==> src/rtl/regfile_sb_pkg.sv <==
// Shared types and constants for the decode-stage register file and its
// pending-write scoreboard.
package regfile_sb_pkg;

  localparam int DEF_XLEN     = 32;
  localparam int DEF_NUM_REGS = 32;
  localparam int DEF_AW       = $clog2(DEF_NUM_REGS);

  typedef logic [DEF_AW-1:0] reg_addr_t;

  // Writeback request as it leaves the WB stage.
  typedef struct packed {
    logic                en;
    reg_addr_t           dest;
    logic [DEF_XLEN-1:0] data;
  } wb_req_t;

  // Largest value a pending-write counter of the given width can hold.
  function automatic int unsigned pend_cap(input int unsigned w);
    return (32'd1 << w) - 32'd1;
  endfunction

endpackage

==> src/rtl/id_regfile_sb_if.sv <==
// Operand-read, issue and writeback bundle between ID control and the
// register file scoreboard.
interface id_regfile_sb_if #(
    parameter int XLEN     = 32,
    parameter int NUM_REGS = 32,
    parameter int NUM_READ = 2
);
    localparam int AW = $clog2(NUM_REGS);

    logic [NUM_READ*AW-1:0]   rd_addr;
    logic [NUM_READ*XLEN-1:0] rd_data;
    logic [NUM_READ-1:0]      rd_busy;
    logic                     issue_en;
    logic [AW-1:0]            issue_dest;
    logic                     issue_ready;
    logic                     wb_en;
    logic [AW-1:0]            wb_dest;
    logic [XLEN-1:0]          wb_data;
    logic                     flush;

    modport master (
        output rd_addr, issue_en, issue_dest, wb_en, wb_dest, wb_data, flush,
        input  rd_data, rd_busy, issue_ready
    );

    modport slave (
        input  rd_addr, issue_en, issue_dest, wb_en, wb_dest, wb_data, flush,
        output rd_data, rd_busy, issue_ready
    );

endinterface

==> src/rtl/sb_counter_bank.sv <==
// Per-register saturating pending-write counters; register 0 never counts.
module sb_counter_bank
    import regfile_sb_pkg::*;
#(
    parameter int NUM_REGS = 32,
    parameter int PEND_W   = 2,
    parameter int AW       = $clog2(NUM_REGS)
) (
    input  logic                             clk,
    input  logic                             rst,
    input  logic                             flush,
    input  logic                             inc_en,
    input  logic [AW-1:0]                    inc_idx,
    input  logic                             dec_en,
    input  logic [AW-1:0]                    dec_idx,
    output logic [NUM_REGS-1:0][PEND_W-1:0]  cnt
);

    localparam logic [PEND_W-1:0] CNT_MAX = PEND_W'(pend_cap(PEND_W));

    logic [NUM_REGS-1:0] inc;
    logic [NUM_REGS-1:0] dec;

    // NOTE: every always_comb output gets a default first so no path
    // through the block can leave it unassigned and infer a latch.
    always_comb begin
        inc = '0;
        dec = '0;
        for (int r = 1; r < NUM_REGS; r++) begin
            inc[r] = inc_en && (inc_idx == AW'(r));
            dec[r] = dec_en && (dec_idx == AW'(r)) && (cnt[r] != '0);
        end
    end

    // NOTE: state registers use non-blocking assignments so every counter
    // samples the pre-edge values regardless of statement order.
    always_ff @(posedge clk) begin
        if (rst || flush) begin
            cnt <= '0;
        end else begin
            for (int r = 1; r < NUM_REGS; r++) begin
                if (inc[r] && !dec[r] && (cnt[r] != CNT_MAX))
                    cnt[r] <= cnt[r] + PEND_W'(1);
                else if (dec[r] && !inc[r])
                    cnt[r] <= cnt[r] - PEND_W'(1);
            end
        end
    end

endmodule

==> src/rtl/id_regfile_sb.sv <==
// ID-stage register file with optional writeback bypass and a pending-write
// scoreboard that reports operand busy status for hazard stalls.
module id_regfile_sb
    import regfile_sb_pkg::*;
#(
    parameter int XLEN     = DEF_XLEN,
    parameter int NUM_REGS = DEF_NUM_REGS,
    parameter int NUM_READ = 2,
    parameter bit BYPASS   = 1'b1,
    parameter int PEND_W   = 2
) (
    input  logic            clk,
    input  logic            rst,
    id_regfile_sb_if.slave  bus
);

    localparam int AW = $clog2(NUM_REGS);
    localparam logic [PEND_W-1:0] CNT_MAX = PEND_W'(pend_cap(PEND_W));

    logic [XLEN-1:0]                   regs [NUM_REGS];
    logic [NUM_REGS-1:0][PEND_W-1:0]   cnt;
    logic [NUM_READ-1:0][AW-1:0]       raddr;
    logic [NUM_READ-1:0][XLEN-1:0]     rdata;
    logic [NUM_READ-1:0]               rbusy;
    logic [NUM_READ-1:0]               byp;
    logic                              wb_hit;
    logic                              issue_ready;
    logic                              accept;

    assign wb_hit = bus.wb_en && (bus.wb_dest != '0);

    // NOTE: the array is reset explicitly because reads straight after reset
    // must return zero; this makes it flops rather than a RAM macro.
    always_ff @(posedge clk) begin
        if (rst) begin
            for (int r = 0; r < NUM_REGS; r++) regs[r] <= '0;
        end else if (wb_hit) begin
            regs[bus.wb_dest] <= bus.wb_data;
        end
    end

    assign raddr = bus.rd_addr;

    // A same-cycle writeback retires one pending count as seen by the reader.
    always_comb begin
        rdata = '0;
        rbusy = '0;
        byp   = '0;
        for (int i = 0; i < NUM_READ; i++) begin
            if (raddr[i] != '0) begin
                byp[i]   = BYPASS && bus.wb_en && (bus.wb_dest == raddr[i]);
                rdata[i] = byp[i] ? bus.wb_data : regs[raddr[i]];
                rbusy[i] = cnt[raddr[i]] > PEND_W'(byp[i]);
            end
        end
    end

    assign bus.rd_data = rdata;
    assign bus.rd_busy = rbusy;

    assign issue_ready = (bus.issue_dest == '0)
                      || (cnt[bus.issue_dest] != CNT_MAX)
                      || (bus.wb_en && (bus.wb_dest == bus.issue_dest));
    assign accept      = bus.issue_en && issue_ready;
    assign bus.issue_ready = issue_ready;

    sb_counter_bank #(
        .NUM_REGS (NUM_REGS),
        .PEND_W   (PEND_W),
        .AW       (AW)
    ) u_counters (
        .clk     (clk),
        .rst     (rst),
        .flush   (bus.flush),
        .inc_en  (accept && (bus.issue_dest != '0)),
        .inc_idx (bus.issue_dest),
        .dec_en  (wb_hit),
        .dec_idx (bus.wb_dest),
        .cnt     (cnt)
    );

endmodule

==> src/flat_wrapper.sv <==
// flat-port wrapper written by rule: the top's interface ports become plain ports
module id_regfile_sb_flat import regfile_sb_pkg::*;
#(
    parameter int XLEN     = DEF_XLEN,
    parameter int NUM_REGS = DEF_NUM_REGS,
    parameter int NUM_READ = 2,
    parameter bit BYPASS   = 1'b1,
    parameter int PEND_W   = 2
)
  (clk, rst, bus_rd_addr, bus_issue_en, bus_issue_dest, bus_wb_en, bus_wb_dest, bus_wb_data, bus_flush, bus_rd_data, bus_rd_busy, bus_issue_ready);
  id_regfile_sb_if #(.XLEN(XLEN), .NUM_REGS(NUM_REGS), .NUM_READ(NUM_READ)) bus_i ();
  input  logic clk;
  input  logic rst;
  input wire logic [$bits(bus_i.rd_addr)-1:0] bus_rd_addr;
  input wire logic [$bits(bus_i.issue_en)-1:0] bus_issue_en;
  input wire logic [$bits(bus_i.issue_dest)-1:0] bus_issue_dest;
  input wire logic [$bits(bus_i.wb_en)-1:0] bus_wb_en;
  input wire logic [$bits(bus_i.wb_dest)-1:0] bus_wb_dest;
  input wire logic [$bits(bus_i.wb_data)-1:0] bus_wb_data;
  input wire logic [$bits(bus_i.flush)-1:0] bus_flush;
  output wire logic [$bits(bus_i.rd_data)-1:0] bus_rd_data;
  output wire logic [$bits(bus_i.rd_busy)-1:0] bus_rd_busy;
  output wire logic [$bits(bus_i.issue_ready)-1:0] bus_issue_ready;
  assign bus_i.rd_addr = bus_rd_addr;
  assign bus_i.issue_en = bus_issue_en;
  assign bus_i.issue_dest = bus_issue_dest;
  assign bus_i.wb_en = bus_wb_en;
  assign bus_i.wb_dest = bus_wb_dest;
  assign bus_i.wb_data = bus_wb_data;
  assign bus_i.flush = bus_flush;
  assign bus_rd_data = bus_i.rd_data;
  assign bus_rd_busy = bus_i.rd_busy;
  assign bus_issue_ready = bus_i.issue_ready;
  id_regfile_sb #(.XLEN(XLEN), .NUM_REGS(NUM_REGS), .NUM_READ(NUM_READ), .BYPASS(BYPASS), .PEND_W(PEND_W)) u_core (.clk(clk), .rst(rst), .bus(bus_i));
endmodule
==> config.mk <==
export PLATFORM = sky130hd
export DESIGN_NAME = id_regfile_sb_flat
export DESIGN_NICKNAME = d
export VERILOG_FILES = /design/src/rtl/regfile_sb_pkg.sv /design/src/rtl/id_regfile_sb_if.sv /design/src/rtl/sb_counter_bank.sv /design/src/rtl/id_regfile_sb.sv /design/src/flat_wrapper.sv
export SDC_FILE = /design/constraint.sdc
export NUM_CORES = 2
export LEC_CHECK = 0
export CORE_MARGIN = 2
export CORE_UTILIZATION = 50
export DETAILED_ROUTE_END_ITERATION = 6
export DONT_BUFFER_PORTS = 1
export HOLD_SLACK_MARGIN = 0.03
export PLACE_DENSITY = 0.69
export SLEW_MARGIN = 30
export SYNTH_ARGS = -nofsm -noshare
export SYNTH_HDL_FRONTEND = slang
export SYNTH_SLANG_ARGS = --single-unit
==> constraint.sdc <==
create_clock -name clk -period 3.5 [get_ports clk]
set_input_delay 0.525 -clock clk [delete_from_list [all_inputs] [get_ports clk]]
set_output_delay 0.525 -clock clk [all_outputs]
set_load 0.02 [all_outputs]
==> impl_results.html <==
<table>
<tr><th>Metric</th><th>Value</th></tr>
<tr><th colspan="2">Worst setup path</th></tr>
<tr><td>Largest fanout on the critical path</td><td>275</td></tr>
<tr><td>Worst reg2reg startpoint</td><td>u_core.u_counters.cnt[25]</td></tr>
<tr><td>Critical path class</td><td>input port to output pin</td></tr>
<tr><td>Critical path endpoint category</td><td>output pin</td></tr>
<tr><td>Critical path required time</td><td>2.97 ns</td></tr>
<tr><td>Number of cells traversed by the worst register-to-register path</td><td>7</td></tr>
<tr><td>Reg-to-reg endpoint</td><td>u_core.u_counters.cnt[14]</td></tr>
<tr><td>Register-to-Register Setup Slack</td><td>0.49 ns</td></tr>
<tr><td>Arrival time worst endpoint</td><td>3.05 ns</td></tr>
<tr><td>Startpoint types</td><td>input port</td></tr>
<tr><th colspan="2">Hold path</th></tr>
<tr><td>Worst min-delay path startpoint</td><td>bus_wb_data[15]</td></tr>
<tr><td>Number of stages on the worst hold path</td><td>1</td></tr>
<tr><td>Class of the worst hold path</td><td>input port to flip-flop</td></tr>
<tr><td>Min-Delay Endpoint</td><td>u_core.regs[10][15]</td></tr>
<tr><th colspan="2">Timing</th></tr>
<tr><td>Part of the cycle the worst path needs</td><td>102.1%</td></tr>
<tr><td>Least-Margin Pin Slew</td><td>0.9662 ns</td></tr>
<tr><td>Post-route worst hold slack</td><td>0.06964 ns</td></tr>
<tr><td>Maximum clock rate</td><td>279.9 MHz</td></tr>
<tr><td>Worst slew margin relative to its limit</td><td>35.38%</td></tr>
<tr><td>Post-layout min period</td><td>3.573 ns</td></tr>
<tr><td>Final setup violation count</td><td>2</td></tr>
<tr><td>Setup repair after global routing missed its margin</td><td>yes</td></tr>
<tr><td>Post-route clock skew</td><td>0.01980 ns</td></tr>
<tr><td>Max-slew violation total from the final report</td><td>0</td></tr>
<tr><td>Number of endpoints with negative hold slack in the final report</td><td>0</td></tr>
<tr><td>Setup total negative slack</td><td>-0.1091 ns</td></tr>
<tr><td>Slack of the critical path</td><td>-0.07335 ns</td></tr>
<tr><th colspan="2">Clock tree</th></tr>
<tr><td>CTS HTree Levels</td><td>3</td></tr>
<tr><td>Maximum count of clock buffers along a single path</td><td>3</td></tr>
<tr><td>Clock latency reported for the late side of the worst-skew pair</td><td>0.73 ns</td></tr>
<tr><td>Post-CTS clock slew at the launch and capture registers of the worst setup and hold paths</td><td>0.06 ns</td></tr>
<tr><td>Root Driver</td><td>sky130_fd_sc_hd__clkbuf_16</td></tr>
<tr><td>Clock buffer count from CTS</td><td>116</td></tr>
<tr><td>Clock tree from TritonCTS</td><td>done</td></tr>
<tr><td>Number of clock sinks</td><td>1086</td></tr>
<tr><th colspan="2">Floorplanning</th></tr>
<tr><td>Area enclosed by the die boundary</td><td>0.1244 mm²</td></tr>
<tr><td>Placeable core region</td><td>0.1203 mm²</td></tr>
<tr><td>Vertical die dimension</td><td>352.7 µm</td></tr>
<tr><td>Horizontal extent of the die</td><td>352.7 µm</td></tr>
<tr><td>Count of standard-cell rows</td><td>127</td></tr>
<tr><td>Num ports</td><td>124</td></tr>
<tr><td>Initial Utilization</td><td>50.53%</td></tr>
<tr><th colspan="2">Place</th></tr>
<tr><td>Worst slack, placed</td><td>0.1691 ns</td></tr>
<tr><td>I/O Buffers</td><td>0</td></tr>
<tr><td>GP Congestion</td><td>0.8540</td></tr>
<tr><td>Post-detailed-placement cell area</td><td>0.06345 mm²</td></tr>
<tr><td>HPWL after detailed placement</td><td>106300 µm</td></tr>
<tr><td>Instance count after placement with tap cells included</td><td>5501</td></tr>
<tr><th colspan="2">Global route</th></tr>
<tr><td>Largest net degree at the start of global routing</td><td>277</td></tr>
<tr><td>Number of global-route vias before repair</td><td>39369</td></tr>
<tr><td>Global-route wire length before repair</td><td>286700 µm</td></tr>
<tr><td>Overflow left after global routing</td><td>0</td></tr>
<tr><td>Combined global-route utilization of all metal layers</td><td>32.47%</td></tr>
<tr><td>Initial antenna violation count</td><td>15</td></tr>
<tr><th colspan="2">Detailed routing</th></tr>
<tr><td>Antenna Violating Nets Remaining</td><td>0</td></tr>
<tr><td>Vias per cell</td><td>6.859</td></tr>
<tr><td>Total via count after detailed routing</td><td>39563</td></tr>
<tr><td>Post-DR wirelength/cell</td><td>35.06 µm</td></tr>
<tr><td>Total wire length after detailed routing</td><td>202300 µm</td></tr>
<tr><td>1st-pass router iterations</td><td>6</td></tr>
<tr><td>First DRT Iteration DRCs</td><td>6279</td></tr>
<tr><td>DRC violation count after routing</td><td>0</td></tr>
<tr><th colspan="2">Pwr</th></tr>
<tr><td>Seq pwr share</td><td>49.4%</td></tr>
<tr><td>Internal</td><td>23.42 mW</td></tr>
<tr><td>Comb power frac</td><td>11.8%</td></tr>
<tr><td>Clock power frac</td><td>38.8%</td></tr>
<tr><td>Overall Power</td><td>30.85 mW</td></tr>
<tr><td>Max IR drop VDD</td><td>0.4279 mV</td></tr>
<tr><td>Switching power summed over all nets</td><td>7.431 mW</td></tr>
<tr><td>Pwr per Cell Area</td><td>456.9 mW/mm²</td></tr>
<tr><td>Total leakage power</td><td>22.71 nW</td></tr>
<tr><td>Net switching share of the total power</td><td>24.09%</td></tr>
<tr><th colspan="2">Synth</th></tr>
<tr><td>YS warnings</td><td>0</td></tr>
<tr><td>Library cells used by synthesis</td><td>67</td></tr>
<tr><td>Cells after Synth</td><td>4103</td></tr>
<tr><td>Synth Area in Compound Gates</td><td>3.158%</td></tr>
<tr><td>Arithmetic-cell share of the synthesized area counting full adders, half adders and majority gates</td><td>0.04117%</td></tr>
<tr><td>Async set or reset register ratio after synthesis</td><td>0%</td></tr>
<tr><td>Mux share of post-synthesis cell area</td><td>26.63%</td></tr>
<tr><td>EDFF count, synth</td><td>1024</td></tr>
<tr><td>#FFs+latches synth</td><td>1086</td></tr>
<tr><td>Share of the synthesized netlist area taken by xor and xnor gates</td><td>0.2161%</td></tr>
<tr><td>Largest family of logic cells by synthesized area</td><td>multiplexers</td></tr>
<tr><td>Synth Area in Simple Gates</td><td>14.32%</td></tr>
<tr><td>Cell area after synthesis</td><td>0.06079 mm²</td></tr>
<tr><td>Synth Flop Type</td><td>sky130_fd_sc_hd__edfxtp_1</td></tr>
<tr><td>Share of the yosys chip area belonging to registers</td><td>52.63%</td></tr>
<tr><td>Per-instance average area after synthesis</td><td>14.81 µm²</td></tr>
<tr><th colspan="2">Final layout</th></tr>
<tr><td>Final core utilization</td><td>56.13%</td></tr>
<tr><td># fillers</td><td>9290</td></tr>
<tr><td>Final #Nets</td><td>4107</td></tr>
<tr><td>Share of post-route cells with drive strength above 1</td><td>28.21%</td></tr>
<tr><td>Area growth, synth to finish</td><td>11.07%</td></tr>
<tr><td>Layout Cell Area excl Fill</td><td>0.06751 mm²</td></tr>
<tr><td>Non-filler cells, final</td><td>5768</td></tr>
<tr><td>Commonest cells after routing, fill and taps aside</td><td>sky130_fd_sc_hd__edfxtp_1, sky130_fd_sc_hd__and2_1, sky130_fd_sc_hd__mux4_2</td></tr>
<tr><td>Most common library cell in the layout ignoring fill and taps</td><td>sky130_fd_sc_hd__edfxtp_1</td></tr>
<tr><th colspan="2">Run status</th></tr>
<tr><td>Status</td><td>finished with violations</td></tr>
<tr><td>Failing checks</td><td>setup timing</td></tr>
<tr><th colspan="2">Job</th></tr>
<tr><td>Count of max-cap constraint violations</td><td>0</td></tr>
</table>
==> worst max-delay path by stage <==
stage / start / endpoint / slack (ns) / cells after the start
3_5_place_dp: bus_rd_addr[5] / bus_rd_busy[1] / 0.17 / 6
6_report: bus_rd_addr[0] / bus_rd_busy[0] / -0.07 / 6
5_1_grt: u_core.u_counters.cnt[26] / bus_rd_busy[1] / -0.11 / 6
2_1_floorplan: bus_rd_addr[7] / bus_rd_busy[1] / 0.009 / 8
3_3_place_gp: bus_rd_addr[0] / bus_rd_busy[0] / 0.27 / 6
4_1_cts: u_core.u_counters.cnt[26] / bus_rd_busy[0] / -0.06 / 6
==> cells in the mapped netlist, drive strengths merged (10+ instances only) <==
cell	count	area [µm²]
nand4	16	100.1
nor3	54	367.9
o21ai	51	255.2
clkbuf	313	1175
nor2b	31	193.9
or2	17	106.4
a41o	10	100.1
edfxtp	1024	30750
and2	995	6225
a211oi	100	760.7
xor2	12	105.1
nand3	30	150.1
o31ai	10	75.07
mux2	23	289.0
mux4	666	15010
dfxtp	62	1241
buf	111	563.0
nor2	179	671.9
inv	23	86.33
a21oi	44	220.2
nand2b	32	200.2
a31oi	19	118.9
nand2	108	405.4
mux2i	88	880.8
==> power groups by stage <==
stage	Sequential (mW)	Combinational, mW	Clock [mW]
3_5_place_dp	15.5	3.40	0
4_1_cts	15.2	3.59	12.0
3_3_place_gp	15.4	3.37	0
6_report	15.2	3.63	12.0
5_1_grt	15.3	3.73	12.5
2_1_floorplan	15.4	2.72	0
==> critical path, stage by stage <==
cell and delay [ns]:
sky130_fd_sc_hd__mux4_2 0.72, sky130_fd_sc_hd__mux4_2 0.52, sky130_fd_sc_hd__mux2i_2 0.21, sky130_fd_sc_hd__ha_1 0.26, sky130_fd_sc_hd__or2_4 0.24, sky130_fd_sc_hd__a21oi_4 0.21
==> metal layers <==
| layer | up-vias | track usage (%) | wire, µm | share of wire [%] |
|---|---|---|---|---|
| met4 | 0 | 15.74 | 10490 | 5.2 |
| met1 | 20366 | 42.70 | 71000 | 35 |
| met3 | 544 | 7.871 | 25830 | 13 |
| met2 | 2911 | 50.97 | 94930 | 47 |
| met5 | - | 0 | 0 | 0 |
| li1 | 15742 | - | - | - |
==> logic make-up (layout without fill, tap and decap cells) <==
group	count (synthesis)	after routing
AOI/OAI and AO/OA	276	276
xor gates and xnor gates	15	15
adders and majority gates	2	2
buffers and inverters	447	454
DFF	1086	1086
muxes	777	777
other	1	47
and+or+nand+nor	1499	1499
==> registers in the layout (all words and copies together) (netlist names) <==
register               count
u_core.regs             1024
u_core.u_counters.cnt     62
==> area by class of cell <==
cell class	count	area, µm²	share of cell area [%]
Clock buffer	146	3077	4.557
Antenna cell	15	37.54	0.05560
Clock inverter	65	534.3	0.7913
Timing Repair Buffer	220	2297	3.403
Sequential cell	1086	32030	47.45
Multi-Input combinational cell	2601	27430	40.63
Tap cell	1612	2017	2.987
Inverter	23	86.33	0.1279
==> what timing repair did <==
action / in CTS / in global routing
buffers inserted: 7 / 0
hold endpoints to repair: 1022 / 0
cloned: 0 / 0
endpoints found under the setup margin: 2 / 2
pin swaps: 5 / 2
gates resized for setup: 23 / 10
hold buffers: 34 / 0
No activity file was read; power rests on OpenSTA's default activity.
